`config.mk`:
```
export PLATFORM = sky130hd
export DESIGN_NAME = exp_post_scale
export DESIGN_NICKNAME = d
export VERILOG_FILES = /design/src/rtl/exp_pkg.sv /design/src/rtl/exp_sync_fifo.sv /design/src/rtl/exp_post_scale.sv
export SDC_FILE = /design/constraint.sdc
export NUM_CORES = 1
export LEC_CHECK = 0
export CORE_MARGIN = 2
export CORE_UTILIZATION = 38
export CTS_CLUSTER_DIAMETER = 100
export CTS_CLUSTER_SIZE = 40
export DETAILED_ROUTE_END_ITERATION = 8
export PLACE_DENSITY_LB_ADDON = 0.05
export SLEW_MARGIN = 15
export SYNTH_ARGS = -nofsm -noshare
export SYNTH_HDL_FRONTEND = slang
export SYNTH_SLANG_ARGS = --single-unit
```
`constraint.sdc`:
```
create_clock -name clk -period 4.9 [get_ports clk]
set_input_delay 1.225 -clock clk [delete_from_list [all_inputs] [get_ports clk]]
set_output_delay 1.225 -clock clk [all_outputs]
set_load 0.03 [all_outputs]
```
`src/rtl/exp_pkg.sv`:
```
// Shared constants and types for the e^x post-scaling stage.
package exp_pkg;

  localparam int DATA_W         = 10;
  localparam int FRAC_W         = 8;
  localparam int KERNEL_LAT_DEF = 5;

  // e in {2,8} unsigned fixed point: 696 / 256 = 2.71875
  localparam logic [DATA_W-1:0] E_Q = 10'd696;

  // Per-sample side information travelling alongside the kernel pipeline
  typedef struct packed {
    logic valid;
    logic flag;
  } exp_tag_t;

endpackage

```
`src/rtl/exp_sync_fifo.sv`:
```
// First-word fall-through synchronous FIFO with occupancy output.
// Full/empty come from the occupancy counter; pointers wrap modulo DEPTH.
module exp_sync_fifo #(
  parameter int WIDTH = 10,
  parameter int DEPTH = 8
) (
  input  logic                     clk,
  input  logic                     rst,
  input  logic                     iWrEn,
  input  logic [WIDTH-1:0]         iWrData,
  input  logic                     iRdEn,
  output logic [WIDTH-1:0]         oRdData,
  output logic                     oEmpty,
  output logic [$clog2(DEPTH):0]   oCount
);

  localparam int AW = $clog2(DEPTH);
  localparam int CW = AW + 1;

  logic [WIDTH-1:0] mem_q [DEPTH];
  logic [WIDTH-1:0] mem_d [DEPTH];
  logic [AW-1:0]    wr_ptr_q, wr_ptr_d;
  logic [AW-1:0]    rd_ptr_q, rd_ptr_d;
  logic [CW-1:0]    count_q, count_d;
  logic             rd_en;

  assign oEmpty  = (count_q == '0);
  assign rd_en   = iRdEn && !oEmpty;
  assign oRdData = mem_q[rd_ptr_q];
  assign oCount  = count_q;

  // Next-state for storage, pointers and occupancy
  always_comb begin
    mem_d    = mem_q;
    wr_ptr_d = wr_ptr_q;
    rd_ptr_d = rd_ptr_q;
    count_d  = count_q;
    if (iWrEn) begin
      mem_d[wr_ptr_q] = iWrData;
      wr_ptr_d        = wr_ptr_q + AW'(1);
    end
    if (rd_en) begin
      rd_ptr_d = rd_ptr_q + AW'(1);
    end
    case ({iWrEn, rd_en})
      2'b10:   count_d = count_q + CW'(1);
      2'b01:   count_d = count_q - CW'(1);
      default: count_d = count_q;
    endcase
  end

  // State registers with synchronous reset
  always_ff @(posedge clk) begin
    if (rst) begin
      for (int unsigned i = 0; i < DEPTH; i++) begin
        mem_q[i] <= '0;
      end
      wr_ptr_q <= '0;
      rd_ptr_q <= '0;
      count_q  <= '0;
    end else begin
      mem_q    <= mem_d;
      wr_ptr_q <= wr_ptr_d;
      rd_ptr_q <= rd_ptr_d;
      count_q  <= count_d;
    end
  end

endmodule

```
`src/rtl/exp_post_scale.sv`:
```
// Post-processing stage behind the e^x kernel: tracks {valid, flag} tags
// alongside the fixed-latency kernel, scales reduced samples by e with
// saturation, buffers results in a FWFT FIFO and issues credit-based ready
// upstream so the non-stallable kernel can never overrun the FIFO.
module exp_post_scale
  import exp_pkg::*;
#(
  parameter int DEPTH      = 8,
  parameter int KERNEL_LAT = KERNEL_LAT_DEF
) (
  input  logic                   clk,
  input  logic                   rst,
  input  logic                   iValid,
  input  logic                   iFlag,
  output logic                   oInReady,
  input  logic [DATA_W-1:0]      iKernData,
  output logic                   oValid,
  input  logic                   iReady,
  output logic [DATA_W-1:0]      oData,
  output logic [$clog2(DEPTH):0] oCount
);

  localparam int                CNT_W   = $clog2(DEPTH) + 1;
  localparam int                PROD_W  = 2 * DATA_W;
  localparam int                HI_W    = PROD_W - FRAC_W;
  localparam logic [CNT_W-1:0]  DEPTH_C = CNT_W'(DEPTH);

  exp_tag_t          tag_q [KERNEL_LAT];
  exp_tag_t          tag_d [KERNEL_LAT];
  exp_tag_t          exit_tag;
  logic [CNT_W-1:0]  committed_q, committed_d;
  logic              xfer;
  logic              pop;
  logic              fifo_empty;
  logic [PROD_W-1:0] prod;
  logic [HI_W-1:0]   prod_hi;
  logic [DATA_W-1:0] scaled;

  assign oInReady = (committed_q < DEPTH_C);
  assign xfer     = iValid && oInReady;
  assign exit_tag = tag_q[KERNEL_LAT-1];
  assign oValid   = !fifo_empty;
  assign pop      = oValid && iReady;

  // Tag shift register; a sample offered without ready enters as invalid
  always_comb begin
    tag_d[0] = '{valid: xfer, flag: iFlag};
    for (int unsigned i = 1; i < KERNEL_LAT; i++) begin
      tag_d[i] = tag_q[i-1];
    end
  end

  // Multiply by e and drop the fraction; integer overflow saturates
  always_comb begin
    prod    = PROD_W'(iKernData) * PROD_W'(E_Q);
    prod_hi = HI_W'(prod >> FRAC_W);
    if (!exit_tag.flag) begin
      scaled = iKernData;
    end else if (prod_hi[HI_W-1:DATA_W] != '0) begin
      scaled = '1;
    end else begin
      scaled = prod_hi[DATA_W-1:0];
    end
  end

  // Credits cover both FIFO entries and valid tags still inside the kernel
  always_comb begin
    committed_d = committed_q;
    case ({xfer, pop})
      2'b10:   committed_d = committed_q + CNT_W'(1);
      2'b01:   committed_d = committed_q - CNT_W'(1);
      default: committed_d = committed_q;
    endcase
  end

  // Tag pipeline and credit counter registers
  always_ff @(posedge clk) begin
    if (rst) begin
      for (int unsigned i = 0; i < KERNEL_LAT; i++) begin
        tag_q[i] <= '0;
      end
      committed_q <= '0;
    end else begin
      tag_q       <= tag_d;
      committed_q <= committed_d;
    end
  end

  exp_sync_fifo #(
    .WIDTH (DATA_W),
    .DEPTH (DEPTH)
  ) u_fifo (
    .clk     (clk),
    .rst     (rst),
    .iWrEn   (exit_tag.valid),
    .iWrData (scaled),
    .iRdEn   (pop),
    .oRdData (oData),
    .oEmpty  (fifo_empty),
    .oCount  (oCount)
  );

endmodule

```
* Word level (Yosys, flattened, before mapping)
Index checks and enable logic that the tools add are counted.
** Word-level totals
- Register bits after elaboration :: 104
- Logic and storage cells :: 58
** Cells by class
- Reductions and logical operators :: 9
- Add/sub/neg operators :: 6
- Order comparisons :: 4
- Equal/unequal tests :: 4
- Multiplexer cells :: 10
- Multiply operators :: 1
- Bitwise gates (word level) :: 2
** Operator list (count)
- $bwmux 80 :: 1
- $mux 10 :: 5
- $bmux 10 s3 :: 1
- $demux 10 s3 :: 1
- $mul 10x7->17 const B :: 1
- $pmux 4 s2 :: 2
- $add 4x1->4 const B :: 2
- $ge 4x4->1 const B :: 2
- $not 3->4 :: 2
- $sub 4x1->4 const B :: 2
- $add 3x1->3 const B :: 2
- $reduce_bool 2->1 :: 3
- $eq 2x1->1 const B :: 2
- $eq 2x2->1 const B :: 2
- $logic_and 1x1->1 :: 4
- $logic_not 4->1 :: 1
- $lt 4x1->1 const B :: 1
- $lt 4x4->1 const B :: 1
- $logic_not 1->1 :: 1

* Longest topological paths before layout
- Depth in word-level cells :: 6
- Mapped depth :: 17
- Mapped depth without buffers :: 16

* By module
A second synthesis with hierarchy kept.
** Unflattened totals
- Cell total of the unflattened synthesis :: 696
- Area total of the unflattened synthesis :: 6241.0 um2
** By module, submodules not included
- exp_sync_fifo :: instances 1, cells each 460, area each 4023.9 um2
- exp_post_scale :: instances 1, cells each 236, area each 2217.1 um2

* Least setup slack after synthesis
OpenSTA, ideal clock, no wires.
- Kind :: input -> register
- Start point :: in iKernData[2]
- End point :: reg u_fifo.mem_q[72] in the netlist's numbering
- Path slack :: -0.401 ns
- Data arrival time :: 5.183 ns
- Library setup time :: 0.117 ns
- Cell stages on the path :: 15
- Required time :: 4.783 ns
- Cells stage by stage :: ha_1 -> fa_1 -> fa_1 -> inv_1 -> fa_1 -> inv_1 -> ha_1 -> a21oi_1 -> and2_1 -> nand2_2 -> o41a_2 -> and2_4 -> or3_1 -> buf_6 -> a32o_1
** Between the ends
- Longest elaborated chain between the ends :: 5
** Ends and longest elaborated chain
- start: declaration :: line exp_post_scale.sv:16 : input logic [DATA_W-1:0] iKernData,
- $mul 10x7->17 :: line exp_post_scale.sv:55 : prod = PROD_W'(iKernData) * PROD_W'(E_Q);
- $reduce_bool 2->1 :: line exp_post_scale.sv:59 : end else if (prod_hi[HI_W-1:DATA_W] != '0) begin
- $mux 10 :: line exp_post_scale.sv:59
- $mux 10 * :: line exp_post_scale.sv:57 : if (!exit_tag.flag) begin
- $bwmux 80 * :: line exp_sync_fifo.sv:39 : mem_d[wr_ptr_q] = iWrData;
- end signal: assignment :: line exp_sync_fifo.sv:62 : mem_q <= mem_d;
- end: declaration :: line exp_sync_fifo.sv:20 : logic [WIDTH-1:0] mem_q [DEPTH];
Mark *: on every way between the ends. The rest lies on a longest branch, timed or not.
A chain may end at the register's enable or synchronous reset.

* Worst setup path in the final report
- Start point :: in iKernData[5]
- End point :: reg u_fifo.mem_q[8] in the netlist's numbering
** Between the ends
- Longest elaborated chain between the ends :: 5
** Ends and longest elaborated chain (line)
- $mul 10x7->17 * :: exp_post_scale.sv:55
- $reduce_bool 2->1 :: exp_post_scale.sv:59
- $mux 10 * :: exp_post_scale.sv:59
- $mux 10 * :: exp_post_scale.sv:57
- $bwmux 80 * :: exp_sync_fifo.sv:39
Marked as above.

==> run metrics <==
Reg2Reg Launch Point u_fifo.oCount[0]; largest net degree at the start of global routing 41; setup_tns -604.3 ps; RePlAce Congestion 0.7942; number of core rows 45; Place WS -924.7 ps; cell taking the most area after synthesis dfxtp_1; synth top area cells dfxtp_1, ha_1, a32o_1; power density over the cells 364.3 nW/um^2; syn_nets 659; worst setup path endpoint u_fifo.mem_q[8]; area share of the largest cell type after synthesis 34.88%; CP peak stage delay 530 ps; R2R Setup Slk 2290 ps; Worst path depth 18; GRT Total Usage 19.56%; first-pass GRT wire length 25250 um; Cell Area, Synth 5968 sq um; Ports 31; CP max FO 8; RSZ-0062 raised after global routing yes; count leader, synth dfxtp_1; Final Cycle Share 101.2%; number of global-route vias before repair 4844; Critical-path top delay cell fa_2; failing checks setup timing; Hold Crit Class reg -> reg; final setup margin -56.78 ps; Worst-path clk slew 70 ps; DIE AREA 16720 sq um; min cycle time layout 4957 ps; gr ovfl total 0; Seq cells post-synth 104; Die X-Extent 129.3 um; Worst-Skew Late Latency 340 ps; H-Tree Depth 3; synthesized area per cell 10.53 sq um; vias 4809; Chip Height 129.3 um; Top cell by count, worst path inv_2; Pins Over Slew Limit 0; ANT cells 0; total CTS buffers 9; Synth cell types 59; Post-DP Area 7028 sq um; worst path arrival time 5200 ps; Lkg Pwr 3.047 nW; # port buffers 30; worst hold stages 1; CP delay by family, top adder cells; maximum clock rate 201.7 MHz; clk sink count 104; Main synth FF type dfxtp_1; Slew Limit Headroom 42.95%; crit path launch type input port; initial antenna violation count 0; final hold violation count 0; WS Path Type in -> reg; CTS tree done; overall power 0.002822 W; Ys Warns 0; Post-CTS Hold Buffers 0; Post-DP HPWL 11100 um; clk_skew 8.083 ps; remaining antenna violation count after routing 0; NumNets Final 754; Critical path origin iKernData[5]; data required time of the worst path 5140 ps; maxcap violations 0; Synth top cells by count dfxtp_1, ha_1, nor2_1, a32o_1, inv_1; reg2reg end u_fifo.oCount[3]; Post-synth EDFFs 0; register area share after synthesis 34.88%; WP buf/inv 6; r2r worst-path depth 10; CTS Buffer Depth 2; crit path cell chain buf_8 -> ha_4 -> inv_2 -> fa_1 -> inv_1 -> fa_1 -> inv_2 -> fa_2 -> inv_2 -> ha_4 -> a21oi_4 -> and2_4 -> buf_6 -> a21boi_4 -> o21a_1 -> or3_4 -> a211o_4 -> a32o_1; setup violators final 18; Async S/R FF share, synth 0%; Area Growth Syn to Fin 29.81%; drt drc 0; layout cell share with drive strength beyond 1 30.73%; Core ar. 15260 sq um; Worst Max-Slew Pin Slew 852.7 ps; wire per inst 17.67 um; Final Instance Area 7747 sq um; Post-Route WL 15510 um; maximum VDD drop 0.0002036 V; first-pass detailed-route iteration total 5; status finished with violations; CP endpoint kind register; Initial Util 39.11%; drt via density 5.477; Mapped Cells 567; CTS root buffer clkbuf_16; Initial DRC Count 261
## cell type report
cell class,count,area [sq um]
inverters,42,157.7
flip-flops and latches,104,2082
fillers,1360,7511
repair buffers,102,883.3
clock buffers,10,239.0
multi-input cells,403,4046
well taps,211,264.0
clock inverters,6,75.07
## state kept, by name, summed over array words and instances, names as in the netlist
register	flops
exit_tag	2
u_fifo.wr_ptr_q	3
committed_q	4
u_fifo.mem_q	80
u_fifo.rd_ptr_q	3
tag_d	8
u_fifo.oCount	4
## report_power, final
part	internal (W)	leakage (nW)	switching, W	total [W]
Combinational	0.000625	2.06	0.000597	0.00122
Clock	0.000417	0.151	0.000327	0.000744
Sequential	0.000851	0.839	0.00000451	0.000856
Total	0.00189	3.05	0.000928	0.00282
## cell families (layout without fill, tap and decap cells)
kind of cell | count (synthesis) | in the layout | synth area share (%)
AOI/OAI and AO/OA | 131 | 131 | 16.94
xor gates and xnor gates | 15 | 15 | 2.201
adders and majority gates | 77 | 77 | 18.78
buffers and inverters | 60 | 160 | 4.402
DFF | 104 | 104 | 34.88
muxes | 34 | 34 | 10.13
and+or+nand+nor | 146 | 146 | 12.66
## metal layers
layer	track usage [%]	vias up	part of all wire, %
met5	0	-	0
met4	5.115	0	1.6
met3	3.840	20	5.2
met2	30.43	131	45
met1	27.95	2354	48
li1	-	2304	-
## how the worst min path moves through the flow
stage	from	end	slack (ps)
after global placement	tag_d[7]	tag_d[5]	420
final	tag_d[7]	tag_d[5]	440
after CTS	tag_d[7]	tag_d[5]	450
after global routing	tag_d[2]	tag_d[0]	460
after floorplan	tag_d[0]	exit_tag[0]	410
after detailed placement	tag_d[7]	tag_d[5]	430
## repair_timing
action / in CTS / in global routing
buffers inserted: 6 / 2
pin swaps: 40 / 24
endpoints found under the setup margin: 80 / 80
cloned: 0 / 0
resized for setup: 90 / 45
## cell usage in the layout, fill, tap and decap left out, drive strengths merged, types with 20 or more instances in the layout
cell    instances
dfxtp         104
buf            81
a32o           48
mux4           20
nand2          24
ha             56
nand3b         24
o21ai          37
nor2           53
inv            44
fa             21
## per-stage QoR
step	hold slack (ps)	util, %	instances
floorplan	413.8	-	567
global placement	419.7	46.06	855
detailed placement	428.7	46.06	855
CTS	446.7	49.64	877
global route	458.0	50.77	878
finish	440.0	50.77	878
No activity file was read; power rests on OpenSTA's default activity.
